`src/rtl/sif.sv`:
```
// rtl/sif.sv - dual-port X/W register file with a 16-step unsigned multiply-accumulate engine
module sif (
    input  logic        clk,
    input  logic        rst_b,
    input  logic        xa_wr_s,
    input  logic        xa_rd_s,
    input  logic [15:0] xa_addr,
    input  logic [15:0] xa_data_wr,
    output logic [15:0] xa_data_rd,
    input  logic        wa_wr_s,
    input  logic [15:0] wa_addr,
    input  logic [15:0] wa_data_wr
);
    typedef enum logic {IDLE, RUN} state_t;

    localparam logic [15:0] ADDR_CTRL   = 16'h0020;
    localparam logic [15:0] ADDR_STATUS = 16'h0021;
    localparam logic [15:0] ADDR_RES_LO = 16'h0022;
    localparam logic [15:0] ADDR_RES_HI = 16'h0023;

    state_t      state_q;
    logic [15:0] x_q [16];
    logic [15:0] w_q [16];
    logic [31:0] result_q;
    logic [3:0]  idx_q;
    logic        done_q;
    logic [15:0] rd_data_q;
    logic [15:0] rd_data_d;
    logic [31:0] prod_d;
    logic        busy;
    logic        start_d;

    assign busy       = (state_q == RUN);
    assign xa_data_rd = rd_data_q;
    assign prod_d     = {16'h0000, x_q[idx_q]} * {16'h0000, w_q[idx_q]};
    assign start_d    = xa_wr_s && (xa_addr == ADDR_CTRL) && xa_data_wr[0];

    // Read mux sees pre-edge state, so a same-cycle write returns the old value.
    always_comb begin
        rd_data_d = 16'h0000;
        if (xa_addr[15:4] == 12'h000) begin
            rd_data_d = x_q[xa_addr[3:0]];
        end else if (xa_addr[15:4] == 12'h001) begin
            rd_data_d = w_q[xa_addr[3:0]];
        end else begin
            case (xa_addr)
                ADDR_STATUS: rd_data_d = {14'h0000, done_q, busy};
                ADDR_RES_LO: rd_data_d = result_q[15:0];
                ADDR_RES_HI: rd_data_d = result_q[31:16];
                default:     rd_data_d = 16'h0000;
            endcase
        end
    end

    always_ff @(posedge clk) begin
        if (rst_b) begin
            state_q   <= IDLE;
            result_q  <= 32'h0000_0000;
            idx_q     <= 4'h0;
            done_q    <= 1'b0;
            rd_data_q <= 16'h0000;
            for (int i = 0; i < 16; i++) begin
                x_q[i] <= 16'h0000;
                w_q[i] <= 16'h0000;
            end
        end else begin
            if (xa_rd_s) begin
                rd_data_q <= rd_data_d;
            end
            case (state_q)
                IDLE: begin
                    if (start_d) begin
                        state_q  <= RUN;
                        done_q   <= 1'b0;
                        result_q <= 32'h0000_0000;
                        idx_q    <= 4'h0;
                    end
                    // Array writes are frozen while the engine walks the arrays.
                    if (xa_wr_s && (xa_addr[15:4] == 12'h000)) begin
                        x_q[xa_addr[3:0]] <= xa_data_wr;
                    end
                    if (wa_wr_s && (wa_addr[15:4] == 12'h000)) begin
                        w_q[wa_addr[3:0]] <= wa_data_wr;
                    end
                end
                RUN: begin
                    result_q <= result_q + prod_d;
                    idx_q    <= idx_q + 4'h1;
                    if (idx_q == 4'hF) begin
                        state_q <= IDLE;
                        done_q  <= 1'b1;
                    end
                end
                default: state_q <= IDLE;
            endcase
        end
    end
endmodule

```
`config.mk`:
```
export PLATFORM = sky130hd
export DESIGN_NAME = sif
export DESIGN_NICKNAME = d
export VERILOG_FILES = /design/src/rtl/sif.sv
export SDC_FILE = /design/constraint.sdc
export NUM_CORES = 2
export LEC_CHECK = 0
export BUFFER_PORTS_ARGS = -buffer_cell sky130_fd_sc_hd__buf_2
export CORE_MARGIN = 8
export CORE_UTILIZATION = 55
export CTS_BUF_LIST = sky130_fd_sc_hd__clkbuf_16
export CTS_CLUSTER_SIZE = 25
export DETAILED_ROUTE_END_ITERATION = 8
export PLACE_DENSITY = 0.71
export SLEW_MARGIN = 20
export SYNTH_ARGS = -nofsm -noshare
export SYNTH_HDL_FRONTEND = slang
export SYNTH_SLANG_ARGS = --single-unit
```
`constraint.sdc`:
```
create_clock -name clk -period 7.2 [get_ports clk]
set_input_delay 1.8 -clock clk [delete_from_list [all_inputs] [get_ports clk]]
set_output_delay 1.8 -clock clk [all_outputs]
set_load 0.03 [all_outputs]
```
==> impl_metrics.csv <==
group,metric,value,unit
pwr,power.density,369.8,nW/um^2
die,die_area,80220,sq um
setup_path,ff2ff_path_depth,24,
final_layout,seq_area,16550,sq um
yosys,synthTopCellsByCount,"529 x and2_1, 512 x edfxtp_1, 364 x inv_1, 300 x mux4_2, 225 x fa_1",
pwr,net-switching-power,6.557,mW
placed_design,place.gp.congestion,0.9356,
yosys,synth_top_area_cell,"edfxtp_1",
setup_path,startpoint_type,"flop",
clock_network,numCtsBuffers,61,
yosys,synth_warnings,0,
pwr,seq_power_share,23.1,%
yosys,avgSynthCellArea,12.77,sq um
clock_network,tritoncts,"built",
drt,drt-wirelength-per-cell,28.52,um
final_layout,num-fill-cells,5374,
yosys,syn_nets,3469,
pwr,power,16.56,mW
clock_network,htree_levels,2,
yosys,synth-main-ff-cell,"edfxtp_1",
global_routing,grt_pass1_wl,179.6,mm
outcome,outcome,"complete, but fails checks",
timing,finClkSkew,0.06263,ns
die,dieWidth,283.2,um
yosys,synthArstFlopShare,0,%
die,start_util,55.23,%
final_layout,nets,3656,
timing,period_minus_slack,7.206,ns
setup_path,cp_max_fo,6,
placed_design,numPortBuffers,84,
die,core_area,71120,sq um
yosys,synth_compound_area_share,2.921,%
clock_network,cts.sinks,570,
yosys,synth_xor_area_share,0.4683,%
setup_path,rr_endpoint,"result_q[30]$_SDFFE_PP0N_",
pwr,p_int,10.00,mW
setup_path,crit_top_cell,"fa_1",
timing,tightest_slew,0.9115,ns
drt,vias,26940,
pwr,switching_share,39.60,%
timing,hold_slack,0.4816,ns
timing,max_freq,138.8,MHz
drt,drt_wl_total,121.7,mm
final_layout,drive_gt1_share,27.62,%
die,die_h,283.2,um
drt,vias_per_cell,6.312,
yosys,yosysSeqAreaShare,42.10,%
pwr,pwr-share-clk,18.6,%
clock_network,holdBufCountCts,0,
setup_path,cpMaxStageDelayCell,"mux4_2",
global_routing,grt.overflow.total,0,
die,ios,85,
drt,drt_iter0_drc,3008,
timing,setup_viol,1,
timing,rsz0062_at_grt,"yes",
worst_hold_path,hp-class,"flop to flop",
final_layout,area_delta_synth_final,13.99,%
setup_path,cp.required,7.67,ns
setup_path,crit_chain,"buf_12 -> clkbuf_16 -> buf_12 -> mux4_2 -> mux4_2 -> buf_12 -> nor2b_2 -> fa_1 -> fa_1 -> fa_2 -> fa_1 -> fa_1 -> inv_1 -> fa_1 -> inv_2 -> ha_4 -> buf_6 -> nand4_1 -> nor3_4 -> o211ai_1 -> buf_4 -> a31oi_4 -> o22a_1 -> o211ai_1",
global_routing,antenna_found_initial,9,
job,drv_cap,0,
outcome,violations,"setup timing",
yosys,ys_ff_latch,570,
yosys,synth_top_family_by_area,"multiplexers",
drt,firstDrtPassIters,7,
global_routing,grtUsageTotal,29.65,%
final_layout,multi_input_area,20800,sq um
placed_design,place_ws,-0.1944,ns
yosys,syn_inst,3075,
clock_network,clk_path_buf_depth,3,
drt,drc,0,
clock_network,clkLatencyLatePin,0.66,ns
timing,final_hold_viol_count,0,
yosys,synth-adder-area-share,14.65,%
yosys,synth_area,39280,sq um
yosys,synth.most_common_cell,"and2_1",
yosys,synth_edf_count,512,
clock_network,ctsRootBufferMaster,"clkbuf_16",
yosys,yosys.area_share.simple,14.60,%
setup_path,crit_arrival,7.68,ns
yosys,synth_area_leaders,"edfxtp_1 39%, mux4_2 17%, fa_1 11%",
yosys,yosys-mux-area-fraction,18.98,%
setup_path,worstSetupEndpoint,"result_q[30]$_SDFFE_PP0N_",
die,row_count,98,
yosys,synth_top_cell_area_share,39.14,%
setup_path,ff2ff_setup_slack,-0.006,ns
yosys,ys_types,63,
setup_path,crit_type,"flop to flop",
timing,fin_crit_sh,100.1,%
timing,drv_slew,0,
setup_path,endpoint_kind,"flop",
global_routing,grt_max_degree,72,
drt,final_antenna_net_count,0,
timing,slew_headroom,39.11,%
pwr,ir_drop,0.8245,mV
global_routing,grt_pass1_vias,28610,
clock_network,path_clk_slew,0.06,ns
pwr,comb_power_share,58.3,%
pwr,cellLeakagePower,17.30,nW
worst_hold_path,holdPathStages,2,
placed_design,hpwlAfterDp,80.85,mm
setup_path,critPathMaxStageDelay,0.61,ns
timing,timing.final.ws_setup,-0.005675,ns
-- sequential cells by signal, summed over array words and instances (netlist names), named ones only --
name,count
w_q,256
idx_q,4
busy,1
done_q,1
result_q,32
x_q,256
xa_data_rd,16
-- metrics by stage --
| stage | utilization, % | std cells | cell area, sq um | setup TNS (ns) |
|---|---|---|---|---|
| CTS | 60.95 | 4186 | 43350 | -0.003179 |
| finish | 62.95 | 4267 | 44770 | -0.005675 |
| global route | 62.95 | 4266 | 44770 | -1.554 |
| floorplan | - | 3075 | 39280 | 0 |
| global placement | 57.99 | 4060 | 41240 | -0.1583 |
| detailed placement | 57.99 | 4060 | 41240 | -0.4364 |
-- kinds of logic after synthesis --
kind of cell / after synthesis
adder cells (fa/ha/maj): 325
flip-flops: 570
XOR/XNOR: 21
AO/OA/AOI/OAI: 176
AND/OR/NAND/NOR: 1052
multiplexers: 349
buffers and inverters: 582
-- cells in the final DEF, fill, tap and decap left out, types with 15 or more instances in the layout --
cell / Yosys / final
and2_1: 529 / 529
dfxtp_1: 58 / 54
nor2_1: 154 / 151
clkbuf_16: 0 / 68
clkinv_1: 0 / 16
a21o_1: 16 / 16
or2_2: 34 / 34
inv_2: 3 / 19
clkinv_2: 0 / 17
buf_4: 11 / 196
edfxtp_1: 512 / 512
nand2b_1: 17 / 17
buf_6: 17 / 26
buf_12: 2 / 23
nand2_1: 196 / 190
mux2i_1: 25 / 25
ha_4: 0 / 15
inv_1: 364 / 345
ha_1: 100 / 85
mux4_2: 300 / 305
a21oi_1: 56 / 43
o21ai_0: 27 / 16
nor2b_1: 19 / 16
fa_1: 225 / 216
buf_2: 49 / 82
a311oi_1: 16 / 16
nand4_1: 17 / 17
-- worst max-delay path, delay by kind of cell, from the launching register on --
family                   cells  cell delay [ns]
adder cells (fa/ha/maj)      7             3.36
multiplexers                 2             1.13
buffers and inverters        8             1.01
AO/OA/AOI/OAI                4             0.62
AND/OR/NAND/NOR              3             0.51
flip-flops                   1             0.39
-- how the worst min path moves through the flow --
stage | startpoint | to
after detailed placement | result_q[13]$_SDFFE_PP0N_ | result_q[13]$_SDFFE_PP0N_
after global placement | done_q$_SDFFE_PP0P_ | done_q$_SDFFE_PP0P_
final | result_q[13]$_SDFFE_PP0N_ | result_q[13]$_SDFFE_PP0N_
after global routing | xa_data_rd[8]$_SDFFE_PP0P_ | xa_data_rd[8]$_SDFFE_PP0P_
after floorplan | result_q[13]$_SDFFE_PP0N_ | result_q[13]$_SDFFE_PP0N_
after CTS | result_q[13]$_SDFFE_PP0N_ | result_q[13]$_SDFFE_PP0N_
-- routing by layer --
layer,GRT usage [%],routed length [um],up-vias
met5,0,45,-
met4,12.12,5389,6
met3,7.348,13910,319
met2,47.74,57740,1706
met1,38.60,44600,13790
li1,-,-,11120
-- power by group through the flow --
stage               Clock, mW  Sequential, mW  Combinational, mW
floorplan                   0            3.87               4.69
global placement            0            3.88               7.44
detailed placement          0            3.90               7.47
CTS                      3.08            3.83               7.63
global route             3.20            3.85               10.4
finish                   3.07            3.83               9.65
-- cell type report --
| cell class | instances | share of cell area [%] |
|---|---|---|
| clock inverter | 52 | 0.8496 |
| tap | 950 | 2.655 |
| clock buffer | 62 | 3.465 |
| timing repair buffer | 338 | 6.472 |
| antenna | 4 | 0.02236 |
| inverter | 367 | 3.130 |
| multi-input combinational | 1924 | 46.45 |
| sequential | 570 | 36.96 |
-- timing repair --
action	in CTS	in global routing
setup buffers	12	70
hold endpoints to repair	0	0
gates resized for setup	19	152
endpoints found under the setup margin	11	18
gates cloned	0	8
pin swaps	7	72
Power figures use the tool's default switching activity.
